$ cat config.mk
export PLATFORM = sky130hd
export DESIGN_NAME = add_rr_sched
export DESIGN_NICKNAME = d
export VERILOG_FILES = /design/src/rtl/add_rr_sched.sv
export SDC_FILE = /design/constraint.sdc
export NUM_CORES = 1
export LEC_CHECK = 0
export ABC_AREA = 1
export CAP_MARGIN = 20
export CORE_MARGIN = 4
export CORE_UTILIZATION = 37
export CTS_CLUSTER_DIAMETER = 50
export DETAILED_ROUTE_END_ITERATION = 16
export PLACE_DENSITY = 0.92
export SYNTH_ARGS = -nofsm -noshare
export SYNTH_HDL_FRONTEND = slang
export SYNTH_SLANG_ARGS = --single-unit
$ cat constraint.sdc
create_clock -name clk -period 3.11 [get_ports clk]
set_input_delay 0.4665 -clock clk [delete_from_list [all_inputs] [get_ports clk]]
set_output_delay 0.4665 -clock clk [all_outputs]
set_load 0.02 [all_outputs]
$ cat src/rtl/add_rr_sched.sv
// add_rr_sched: round-robin scheduler that shares one add datapath
// between NUM_REQ requesters.
//
// One transaction is in flight at a time. The FSM runs IDLE -> ISSUE -> RESP.
//   IDLE  : grant the first requester with req_valid set, searching upward
//           from ptr. The chosen requester's operands are latched.
//   ISSUE : drive the latched operands to the adder. The sum is captured once
//           both din channels and dout complete a handshake.
//   RESP  : present the sum to the granted requester until it accepts.
//
// Ports
//   clk, rst                  clock and synchronous active-low reset
//   req_valid/req_ready       per-requester operand handshake
//                             (req_ready is one-hot or zero)
//   req_data                  slice i = {op1[W1], op0[W0]}
//   resp_valid/resp_ready     per-requester result handshake
//                             (resp_valid is one-hot or zero)
//   resp_data                 shared result bus
//   add_din0_*/add_din1_*     operand channels to the shared adder
//   add_dout_*                result channel from the shared adder
//   grant_id, busy            current grant index and activity flag
module add_rr_sched #(
    parameter int NUM_REQ = 4,
    parameter int W0      = 16,
    parameter int W1      = 16,
    parameter int WOUT    = 17,
    localparam int GW     = $clog2(NUM_REQ)
) (
    input  logic                      clk,
    input  logic                      rst,
    input  logic [NUM_REQ-1:0]        req_valid,
    output logic [NUM_REQ-1:0]        req_ready,
    input  logic [NUM_REQ*(W0+W1)-1:0] req_data,
    output logic [NUM_REQ-1:0]        resp_valid,
    input  logic [NUM_REQ-1:0]        resp_ready,
    output logic [WOUT-1:0]           resp_data,
    output logic [W0-1:0]             add_din0_data,
    output logic                      add_din0_valid,
    input  logic                      add_din0_ready,
    output logic [W1-1:0]             add_din1_data,
    output logic                      add_din1_valid,
    input  logic                      add_din1_ready,
    input  logic [WOUT-1:0]           add_dout_data,
    input  logic                      add_dout_valid,
    output logic                      add_dout_ready,
    output logic [GW-1:0]             grant_id,
    output logic                      busy
);

    localparam logic [1:0] S_IDLE  = 2'd0;
    localparam logic [1:0] S_ISSUE = 2'd1;
    localparam logic [1:0] S_RESP  = 2'd2;

    logic [1:0]      state;
    logic [GW-1:0]   ptr;
    logic [W0-1:0]   op0_p0;
    logic [W1-1:0]   op1_p0;
    logic [WOUT-1:0] sum_p1;

    logic            found;
    logic [GW-1:0]   win;
    logic [GW:0]     cand;
    logic [W0-1:0]   sel_op0;
    logic [W1-1:0]   sel_op1;
    logic            add_fire;

    // Round-robin search: the first requester at or above ptr wins,
    // wrapping modulo NUM_REQ.
    always_comb begin
        found = 1'b0;
        win   = '0;
        cand  = '0;
        for (int k = 0; k < NUM_REQ; k++) begin
            cand = {1'b0, ptr} + (GW+1)'(k);
            if (cand >= (GW+1)'(NUM_REQ)) begin
                cand = cand - (GW+1)'(NUM_REQ);
            end
            if (!found && req_valid[cand[GW-1:0]]) begin
                found = 1'b1;
                win   = cand[GW-1:0];
            end
        end
    end

    // Operand mux for the winning requester.
    always_comb begin
        sel_op0 = '0;
        sel_op1 = '0;
        for (int i = 0; i < NUM_REQ; i++) begin
            if (win == GW'(i)) begin
                sel_op0 = req_data[i*(W0+W1) +: W0];
                sel_op1 = req_data[i*(W0+W1)+W0 +: W1];
            end
        end
    end

    // Per-requester handshake strobes. Both are one-hot or zero.
    always_comb begin
        req_ready  = '0;
        resp_valid = '0;
        for (int i = 0; i < NUM_REQ; i++) begin
            req_ready[i]  = (state == S_IDLE) && found && (win == GW'(i));
            resp_valid[i] = (state == S_RESP) && (grant_id == GW'(i));
        end
    end

    assign add_fire       = add_dout_valid && add_din0_ready && add_din1_ready;
    assign add_din0_valid = (state == S_ISSUE);
    assign add_din1_valid = (state == S_ISSUE);
    assign add_dout_ready = (state == S_ISSUE);
    assign add_din0_data  = op0_p0;
    assign add_din1_data  = op1_p0;
    assign resp_data      = sum_p1;
    assign busy           = (state != S_IDLE);

    always_ff @(posedge clk) begin
        if (!rst) begin
            state    <= S_IDLE;
            ptr      <= '0;
            grant_id <= '0;
            op0_p0   <= '0;
            op1_p0   <= '0;
            sum_p1   <= '0;
        end else begin
            case (state)
                // p0: request accepted, operands latched
                S_IDLE: begin
                    if (found) begin
                        op0_p0   <= sel_op0;
                        op1_p0   <= sel_op1;
                        grant_id <= win;
                        ptr      <= (win == GW'(NUM_REQ-1)) ? '0 : win + 1'b1;
                        state    <= S_ISSUE;
                    end
                end
                // p1: adder handshake, sum captured unmodified
                S_ISSUE: begin
                    if (add_fire) begin
                        sum_p1 <= add_dout_data;
                        state  <= S_RESP;
                    end
                end
                S_RESP: begin
                    if (resp_ready[grant_id]) begin
                        state <= S_IDLE;
                    end
                end
                default: state <= S_IDLE;
            endcase
        end
    end

endmodule
==> results.sh <==
export IMPL_status="finished clean"
export IMPL_worst_pin_slew_ns=0.905
export IMPL_power_frac_seq_pct=17.1
export IMPL_portBuffers=220
export IMPL_busiest_layer="met2"
export IMPL_yosys_top_cells_area="dfxtp_1 32%, nand2_1 21%, o21ai_0 11%"
export IMPL_crit_top_cell="nand3_1"
export IMPL_worst_setup_path_start_kind="input pin"
export IMPL_numCtsBuffers=5
export IMPL_critPathRequiredTime_ns=2.64
export IMPL_synthCells=572
export IMPL_critPathCaptureType="output port"
export IMPL_irDropWorstVdd_v=0.000539
export IMPL_crit_arrival_ns=2.50
export IMPL_antenna_found_initial=0
export IMPL_setup_ws_ns=0.140
export IMPL_finalCritPeriodShare_pct=95.5
export IMPL_synthToLayoutAreaGrowth_pct=70.2
export IMPL_rrSetupSlack_ns=0.34
export IMPL_reg2regPathDepth=18
export IMPL_utilization_pct=65.5
export IMPL_root_buffer="clkbuf_8"
export IMPL_drive_above_1_share_pct=8.11
export IMPL_drcViolationCount=0
export IMPL_synth_seq_area_share_pct=32.5
export IMPL_holdPathStages=2
export IMPL_r2r_start="ptr[0]$_SDFFE_PN0N_"
export IMPL_h_tree_depth=2
export IMPL_ioPinCount=221
export IMPL_die_y_microns=104
export IMPL_ys_warn_count=0
export IMPL_fp_dieArea_sq_um=10800
export IMPL_timing_rr_end="add_din1_data[0]$_SDFFE_PN0N_"
export IMPL_num_rows=34
export IMPL_powerDensity_nw_per_um2=1060
export IMPL_synth_avg_cell_area_sq_um=5.92
export IMPL_antenna_cells=0
export IMPL_place_hpwl_microns=9850
export IMPL_p_int_mw=2.97
export IMPL_ys_flop_type="dfxtp_1"
export IMPL_clk_pin_slew_ns=0.10
export IMPL_cp_max_fo=4
export IMPL_viasPerCell=5.04
export IMPL_synth_area_leader_cell="dfxtp_1"
export IMPL_slew_headroom_pct=39.7
export IMPL_first_pass_iters=5
export IMPL_die_w_microns=104
export IMPL_fmax_mhz=337
export IMPL_avgRoutedWirePerCell_microns=14.6
export IMPL_setup_tns_ns=0
export IMPL_dpl_cell_area_sq_um=5650
export IMPL_slowest_stage="clkdlybuf4s50_1"
export IMPL_clkPwrFrac_pct=6.9
export IMPL_cts_tree="built"
export IMPL_grt_max_degree=65
export IMPL_use_met2_pct=38.6
export IMPL_grt_pass1_wl_microns=20400
export IMPL_worstPathCellList="clkdlybuf4s50_1 > inv_1 > nand2_1 > nand3_1 > nand2_1 > nand3_1 > nand3_1 > nand3_1 > inv_1 > ha_1 > inv_1 > nor2_1 > clkbuf_2"
export IMPL_syn_area_sq_um=3390
export IMPL_cap_violations=0
export IMPL_design_area_sq_um=5770
export IMPL_comb_power_share_pct=75.9
export IMPL_crit_type="in2out"
export IMPL_hold_viol=0
export IMPL_min_from="add_din1_data[11]$_SDFFE_PN0N_"
export IMPL_ys_top_cells_by_count="193 x nand2_1, 93 x nor2_1, 73 x o21ai_0"
export IMPL_netlist_cell_type_count=27
export IMPL_async_flop_share_pct=0
export IMPL_core_sq_um=8810
export IMPL_switching_share_pct=51.6
export IMPL_slew_viol_final=0
export IMPL_ys_ff_latch=55
export IMPL_synthesis_nets=734
export IMPL_vias=4461
export IMPL_hp_class="reg2reg"
export IMPL_hold_buffers=0
export IMPL_gp_congestion=0.890
export IMPL_synth_edf_count=0
export IMPL_grt_pass1_vias=4144
export IMPL_hold_path_endpoint="add_din1_data[11]$_SDFFE_PN0N_"
export IMPL_routed_wl_microns=13000
export IMPL_met3_usage_pct=7.28
export IMPL_cts_sinks=55
export IMPL_detail_route_antenna_nets=0
export IMPL_p_leak_nw=2.64
export IMPL_fin_crit_ns=2.97
export IMPL_layout_nets=938
export IMPL_initialDrtViolationCount=182
export IMPL_dp_slack_ns=-0.142
export IMPL_cpPeakStageDelay_ns=0.49
export IMPL_clock_latency_ns=0.31
export IMPL_start_util_pct=38.5
export IMPL_track_usage_pct=22.5
export IMPL_synth_top_area_share_pct=32.5
export IMPL_met1_usage_pct=26.2
export IMPL_clockBufferDepth=2
export IMPL_skew_ns=0.0100
export IMPL_synth_most_common_cell="nand2_1"
export IMPL_finalSetupViolCount=0
export IMPL_grt_overflow=0
export IMPL_switchingPower_mw=3.16
[final cells by class]
type	instances	area (sq um)
Inverter	24	95.1
Tap cell	108	135
Multi-Input combinational cell	454	2010
Timing Repair Buffer	236	2330
Clock buffer	5	68.8
Clock inverter	3	26.3
Sequential cell	55	1100
Fill cell	758	3040
[cells in the final DEF, fill, tap and decap left out, types with 3 or more instances in the layout]
master and count:
a21oi_1 35, buf_4 13, clkbuf_2 4, clkbuf_8 5
clkdlybuf4s50_1 215, dfxtp_1 54, ha_1 4, inv_1 18
inv_2 3, nand2_1 192, nand2_2 4, nand3_1 14
nor2_1 92, nor2_2 18, nor3_1 4, o21ai_0 73
o21ai_1 10
[routing by layer]
metal,vias up,share of wire (%)
met3,37,8.8
met5,-,0
met4,0,3.3
met2,217,49
met1,1991,39
li1,2216,-
[cell families after synthesis]
kind of cell,after synthesis,share of synthesized area [%]
simple gates,330,39.7
compound gates,120,17.9
buf+inv,63,8.49
flops,55,32.5
fa+ha+maj,4,1.48
[worst max-delay path: cells and delay by family]
kind / cells / cell delay, ns
adders and majority gates: 1 / 0.29
buffers and inverters: 5 / 0.89
and+or+nand+nor: 7 / 0.84
[how the worst max path moves through the flow]
| stage | slack, ns | startpoint | depth (start not counted) | endpoint |
|---|---|---|---|---|
| after floorplan | 0.55 | req_valid[1] | 14 | req_ready[1] |
| after global placement | -0.05 | req_valid[1] | 13 | req_ready[1] |
| after detailed placement | -0.14 | req_valid[2] | 13 | req_ready[1] |
| after CTS | 0.14 | req_valid[2] | 13 | req_ready[1] |
| after global routing | -0.009 | req_valid[2] | 22 | add_din1_data[6]$_SDFFE_PN0N_ |
| final | 0.14 | req_valid[2] | 13 | req_ready[1] |
[registers in the layout (all words and copies together) (netlist names)]
name	count
state	2
grant_id	2
add_din1_data	16
add_din0_data	16
resp_data	17
ptr	2
[power by group through the flow]
stage | combinational, mW | sequential [mW] | clock, mW
after floorplan | 2.88 | 1.25 | 0
after global placement | 4.35 | 1.05 | 0
after detailed placement | 4.49 | 1.06 | 0
after CTS | 4.49 | 1.05 | 0.440
after global routing | 5.26 | 1.08 | 0.471
final | 4.65 | 1.05 | 0.425
[what timing repair did]
action                     in CTS  in global routing
resized for setup               5                 11
setup endpoints to repair       4                  8
gates cloned                    0                  1
setup buffers                   0                  1
[stage by stage]
stage | std cells | power, mW | hold slack, ns
2_1_floorplan | 572 | 4.13 | 0.527
3_3_place_gp | 875 | 5.41 | 0.463
3_5_place_dp | 875 | 5.56 | 0.471
4_1_cts | 883 | 5.98 | 0.491
5_1_grt | 885 | 6.81 | 0.512
6_report | 885 | 6.13 | 0.488
No activity file was read; power rests on OpenSTA's default activity.
